## config.mk

```make
export PLATFORM = sky130hd
export DESIGN_NAME = sram_like_arbiter
export DESIGN_NICKNAME = d
export VERILOG_FILES = /design/src/rtl/sram_like_arbiter_pkg.sv /design/src/rtl/sram_like_arbiter_id_fifo.sv /design/src/rtl/sram_like_arbiter.sv
export SDC_FILE = /design/constraint.sdc
export NUM_CORES = 1
export LEC_CHECK = 0
export ABC_AREA = 0
export CAP_MARGIN = 30
export CORE_AREA = 2 2 124 126
export DETAILED_ROUTE_END_ITERATION = 12
export DIE_AREA = 0 0 126 128
export SYNTH_ARGS = -nofsm -noshare
export SYNTH_HDL_FRONTEND = slang
export SYNTH_HIERARCHICAL = 1
export SYNTH_SLANG_ARGS = --single-unit
```

## constraint.sdc

```tcl
create_clock -name clk -period 2.9 [get_ports clk]
set_input_delay 0.435 -clock clk [delete_from_list [all_inputs] [get_ports clk]]
set_output_delay 0.435 -clock clk [all_outputs]
set_load 0.05 [all_outputs]
```

## src/rtl/sram_like_arbiter_pkg.sv

```systemverilog
// Shared owner IDs and request-bundle layout for the sram-like port arbiter.
package sram_like_arbiter_pkg;
  localparam logic OWNER_INST = 1'b0;
  localparam logic OWNER_DATA = 1'b1;

  // wr(1) + size(2) + wstrb(4) + addr(32) + wdata(32)
  localparam int SRAM_LIKE_REQ_WD = 71;

  typedef logic [SRAM_LIKE_REQ_WD-1:0] req_bus_t;
endpackage

```

## src/rtl/sram_like_arbiter_id_fifo.sv

```systemverilog
// In-order owner-ID FIFO; a push is accepted while full when a pop frees a slot in the same cycle.
module arb_id_fifo #(
  parameter int DEPTH = 2
) (
  input  logic clk,
  input  logic resetn,
  input  logic push_i,
  input  logic pop_i,
  input  logic id_i,
  output logic id_o,
  output logic full_o,
  output logic empty_o
);
  localparam int PW = (DEPTH > 1) ? $clog2(DEPTH) : 1;
  localparam int CW = $clog2(DEPTH + 1);

  logic [DEPTH-1:0] mem_q;
  logic [PW-1:0]    wptr_q, wptr_d, rptr_q, rptr_d;
  logic [CW-1:0]    count_q, count_d;
  logic             do_push, do_pop;

  function automatic logic [PW-1:0] ptr_inc(input logic [PW-1:0] p);
    return (p == PW'(DEPTH - 1)) ? '0 : p + 1'b1;
  endfunction

  assign full_o  = (count_q == CW'(DEPTH));
  assign empty_o = (count_q == '0);
  assign do_pop  = pop_i & ~empty_o;
  assign do_push = push_i & (~full_o | do_pop);
  assign id_o    = mem_q[rptr_q];

  always_comb begin
    wptr_d  = do_push ? ptr_inc(wptr_q) : wptr_q;
    rptr_d  = do_pop  ? ptr_inc(rptr_q) : rptr_q;
    count_d = count_q + CW'(do_push) - CW'(do_pop);
  end

  always_ff @(posedge clk) begin
    if (!resetn) begin
      wptr_q  <= '0;
      rptr_q  <= '0;
      count_q <= '0;
    end else begin
      wptr_q  <= wptr_d;
      rptr_q  <= rptr_d;
      count_q <= count_d;
    end
  end

  always_ff @(posedge clk) begin
    if (do_push) mem_q[wptr_q] <= id_i;
  end
endmodule

```

## src/rtl/sram_like_arbiter.sv

```systemverilog
// Arbitrates the IF and EXE/MEM sram-like requesters onto one memory port, tracking
// outstanding transactions in order and steering each response to its owner.
module sram_like_arbiter
  import sram_like_arbiter_pkg::*;
#(
  parameter int MAX_OUT      = 2,
  parameter int STARVE_LIMIT = 4
) (
  input  logic        clk,
  input  logic        resetn,
  input  logic        inst_req,
  input  logic        inst_wr,
  input  logic [1:0]  inst_size,
  input  logic [3:0]  inst_wstrb,
  input  logic [31:0] inst_addr,
  input  logic [31:0] inst_wdata,
  output logic        inst_addr_ok,
  output logic        inst_data_ok,
  output logic [31:0] inst_rdata,
  input  logic        data_req,
  input  logic        data_wr,
  input  logic [1:0]  data_size,
  input  logic [3:0]  data_wstrb,
  input  logic [31:0] data_addr,
  input  logic [31:0] data_wdata,
  output logic        data_addr_ok,
  output logic        data_data_ok,
  output logic [31:0] data_rdata,
  output logic        mem_req,
  output logic        mem_wr,
  output logic [1:0]  mem_size,
  output logic [3:0]  mem_wstrb,
  output logic [31:0] mem_addr,
  output logic [31:0] mem_wdata,
  input  logic        mem_addr_ok,
  input  logic        mem_data_ok,
  input  logic [31:0] mem_rdata,
  output logic        err
);
  localparam int SW = $clog2(STARVE_LIMIT + 1);

  logic          lock_q, lock_d, lock_owner_q, lock_owner_d;
  logic [SW-1:0] starve_q, starve_d;
  logic          err_q, err_d;
  logic          sel, gnt, can_grant, accept, pop;
  logic          fifo_full, fifo_empty, head_owner;
  req_bus_t      inst_bus, data_bus, mem_bus;

  assign inst_bus = {inst_wr, inst_size, inst_wstrb, inst_addr, inst_wdata};
  assign data_bus = {data_wr, data_size, data_wstrb, data_addr, data_wdata};
  assign mem_bus  = (sel == OWNER_DATA) ? data_bus : inst_bus;
  assign {mem_wr, mem_size, mem_wstrb, mem_addr, mem_wdata} = mem_bus;

  // A same-cycle response frees a slot, so a full FIFO can still take a new request.
  assign pop       = resetn & mem_data_ok & ~fifo_empty;
  assign can_grant = ~fifo_full | pop;

  always_comb begin
    sel = OWNER_INST;
    gnt = 1'b0;
    if (can_grant) begin
      if (lock_q) begin
        sel = lock_owner_q;
        gnt = (lock_owner_q == OWNER_DATA) ? data_req : inst_req;
      end else if (data_req && !(inst_req && starve_q == SW'(STARVE_LIMIT))) begin
        sel = OWNER_DATA;
        gnt = 1'b1;
      end else if (inst_req) begin
        sel = OWNER_INST;
        gnt = 1'b1;
      end
    end
  end

  assign mem_req      = resetn & gnt;
  assign accept       = mem_req & mem_addr_ok;
  assign inst_addr_ok = accept & (sel == OWNER_INST);
  assign data_addr_ok = accept & (sel == OWNER_DATA);
  assign inst_data_ok = pop & (head_owner == OWNER_INST);
  assign data_data_ok = pop & (head_owner == OWNER_DATA);
  assign inst_rdata   = mem_rdata;
  assign data_rdata   = mem_rdata;
  assign err          = err_q;

  always_comb begin
    lock_d       = lock_q;
    lock_owner_d = lock_owner_q;
    if (accept) begin
      lock_d = 1'b0;
    end else if (mem_req) begin
      lock_d       = 1'b1;
      lock_owner_d = sel;
    end

    starve_d = starve_q;
    if (!inst_req || (accept && sel == OWNER_INST))
      starve_d = '0;
    else if (accept && sel == OWNER_DATA && starve_q != SW'(STARVE_LIMIT))
      starve_d = starve_q + 1'b1;

    err_d = err_q | (mem_data_ok & fifo_empty);
  end

  always_ff @(posedge clk) begin
    if (!resetn) begin
      lock_q       <= 1'b0;
      lock_owner_q <= OWNER_INST;
      starve_q     <= '0;
      err_q        <= 1'b0;
    end else begin
      lock_q       <= lock_d;
      lock_owner_q <= lock_owner_d;
      starve_q     <= starve_d;
      err_q        <= err_d;
    end
  end

  arb_id_fifo #(.DEPTH(MAX_OUT)) u_id_fifo (
    .clk     (clk),
    .resetn  (resetn),
    .push_i  (accept),
    .pop_i   (pop),
    .id_i    (sel),
    .id_o    (head_owner),
    .full_o  (fifo_full),
    .empty_o (fifo_empty)
  );
endmodule

```

==> results.txt <==
Detailed placement ended at an HPWL of 8819 µm. The clock period minus worst slack came out at 2779 ps. The ratio of total power to cell area is 380.2 nW/µm². The worst ir drop on vdd is 0.1720 mV.

The count of buffers added on input and output ports is 224. The synthesized netlist occupies a cell area of 2069 µm². In this run, the number of DRC markers left after iteration 0 of detailed routing was 55. The die outline height is 128 µm. The number of pins exceeding their max-slew limit in the final report is 0. The die covers 16130 µm². The tool flagged a number of max-cap violations equal to 0. The peak fanout along the critical path came out at 54. Synthesis instantiated 31 different standard cells from the library. The accumulated negative setup slack is 0 ps.

The maximum achievable frequency came out at 359.9 MHz. The post-detailed-route count of antenna-violating nets is 0. The wire length of the first global-routing pass came out at 13110 µm.

The synthesized netlist net count is 398. The final design area excluding fillers came out at 4021 µm². The via count of the first global-routing pass came out at 2200. The pin count of the biggest net entering global routing came out at 55.

The wire length per cell after detailed routing came out at 17.13 µm. The leakage component of the power is 1.642 nW. The area occupied by multi-input gates is 1230 µm². The synthesized design contains 12 register bits. The H-tree depth is 1. The area growth from synthesis to layout is 94.32%. Headroom to the max-slew limit came out at 67.57%. The path class of the lowest-slack min-delay path is reg -> reg. The detailed-route wire length is 9730 µm. The quantity of gates resized following cts is 0. The final-report hold violation count was 0. For this run the aggregate overflow at the end of global routing stands at 0. The largest buffer count on any clock path came out at 2. The total number of nets in the final design came out at 565. The mean area per synthesized cell came out at 9.670 µm². After clock tree synthesis, the clock-pin slew on the worst setup and hold paths is 40 ps. The tree is rooted in a clkbuf_16.

The signal arrival time at the worst endpoint came out at 2340 ps. The final worst-path setup slack came out at 121.1 ps. For the pin with the worst max-slew slack, the measured transition is 484.9 ps. For this configuration, the core starts out at a cell density of 13.92%. The critical path is of the in -> out type. The total via count in the routed design came out at 2068. The number of antenna diodes in the final layout is 0. The kind of capture point of the worst setup path is an output pin. The average via count per standard cell is 3.641. The cell count after synthesis came out at 214. For this design, the sink count on the clock tree is 12. The synthesis warning total came out at 6. The first detailed-routing pass ran for 2 iterations. The number of I/O pins came out at 321.

Setup repair after global routing left no endpoint under its margin. For the worst-skew pair, the clock arrives at the later sink with an insertion delay of 240 ps. After clock tree synthesis, the setup repair step added 0 buffers. The global placer's final weighted congestion is 0.7574. The area after detailed placement is 3940 µm².

Setup violations remaining at the end of the flow were counted as 0. The combined global-route utilization of all metal layers came out at 10.66%. The share of the yosys chip area belonging to registers is 12.58%. The number of rows in the core area came out at 45.

The number of remaining DRC errors is 0. The number of antenna violations at the first check in global routing came out at 0. On the final layout, the worst clock skew is 0.5060 ps. After clock tree synthesis, the flow added hold-fix buffers numbering 0.

The register cell area after layout came out at 260.3 µm². Leaving out filler cells and counting taps, the final layout contains 568. The flow ran to the end, and the final reports show no timing, DRC or antenna violations.

TritonCTS built the clock tree. The number of buffers created by CTS came out at 3. The number of cells after detailed placement came out at 564. The worst setup slack after placement is 94.52 ps. The overall die width is 126 µm.

The endpoint required time on the critical path is 2470 ps. The startpoint type of the worst setup path is a primary input. After layout, the worst path uses 95.82% of the clock period. Of the cells placed in the final design, the portion with a size suffix greater than 1 is 43.16%. The post-layout utilization of the core is 27.05%.

Fill cells in the final layout number 1622. The standard cell core area came out at 14860 µm².
==> Yosys cell counts (all sizes together) <==
master / count / area [µm²]
inv: 6 / 22.52
xnor2: 3 / 26.28
and3: 3 / 18.77
nand2b: 4 / 27.53
nand2: 6 / 22.52
o21a: 1 / 8.760
dfxtp: 10 / 200.2
o211a: 1 / 10.01
a221oi: 1 / 26.28
and4: 1 / 8.760
a311oi: 1 / 8.760
edfxtp: 2 / 60.06
ha: 4 / 50.05
a22o: 1 / 8.760
o21ai: 4 / 35.04
nand4: 2 / 12.51
buf: 71 / 559.3
mux2i: 3 / 30.03
a31oi: 2 / 12.51
and2: 3 / 18.77
mux2: 74 / 837.0
nor2: 5 / 18.77
nor2b: 4 / 25.02
a21oi: 2 / 21.27
==> power by group <==
part / leakage (nW) / internal (mW) / switching (mW) / total, mW
sequential: 0.100 / 0.179 / 0.00778 / 0.187
clock: 0.0382 / 0.185 / 0.0727 / 0.258
combinational: 1.50 / 0.474 / 0.610 / 1.08
==> registers in the layout, summed over array words and instances (netlist names) <==
register,count
u_id_fifo/count_q,2
u_id_fifo/rptr_q,1
lock_q,1
u_id_fifo/mem_q,2
starve_q,3
lock_owner_q,1
u_id_fifo/wptr_q,1
err,1
==> stage by stage <==
step | total power, mW | hold WS, ps
2_1_floorplan | 1.074 | 451.4
3_3_place_gp | 1.281 | 462.3
3_5_place_dp | 1.281 | 473.1
4_1_cts | 1.552 | 480.3
5_1_grt | 1.594 | 515.7
6_report | 1.529 | 477.2
==> cells by family (layout without fill, tap and decap cells) <==
| group | Yosys count | in the layout | synth area share [%] |
|---|---|---|---|
| AO/OA/AOI/OAI | 13 | 13 | 6.349 |
| adder cells (fa/ha/maj) | 4 | 4 | 2.418 |
| flip-flops | 12 | 12 | 12.58 |
| multiplexers | 77 | 77 | 41.90 |
| AND/OR/NAND/NOR | 28 | 28 | 7.376 |
| buffers and inverters | 77 | 243 | 28.11 |
| XOR/XNOR | 3 | 3 | 1.270 |
==> cells in the final DEF (no fill, tap or decap), drive strengths merged, types with 2 or more instances in the layout <==
master and instances:
clkdlybuf4s50 148, buf 85, mux2 74, dfxtp 10, nand2 6, inv 6
nor2 5, ha 4, nand2b 4, nor2b 4, clkbuf 4, o21ai 4
mux2i 3, and2 3, and3 3, xnor2 3, nand4 2, a31oi 2
edfxtp 2, a21oi 2
==> metal layers <==
layer / up-vias / part of all wire [%] / track usage [%]
met5: - / 0 / 0
met4: 0 / 0.28 / 1.616
met3: 2 / 8.0 / 3.255
met2: 122 / 52 / 18.75
met1: 932 / 40 / 13.08
li1: 1012 / - / -
==> final cells by class <==
type | count | share of cell area [%]
clock buffers | 4 | 1.960
inverters | 6 | 0.5600
multi-input cells | 125 | 30.58
flip-flops and latches | 12 | 6.472
well taps | 188 | 5.849
repair buffers | 233 | 54.57
==> critical path, cell delays in order <==
cell	delay, ps
clkdlybuf4s50_1	500
nor2b_2	170
nand2_1	120
a21oi_4	210
buf_12	280
mux2_2	390
buf_4	190
==> final timing paths <==
check	to	cells after the start	slack, ps	start
worst min register to register	u_id_fifo/wptr_q	2	480	u_id_fifo/wptr_q
worst max register to register	u_id_fifo/count_q[1]	11	570	u_id_fifo/count_q[1]
worst min-delay path	u_id_fifo/wptr_q	2	480	u_id_fifo/wptr_q
worst max-delay path	mem_wdata[0]	7	120	mem_data_ok
No activity file was read; power rests on OpenSTA's default activity.
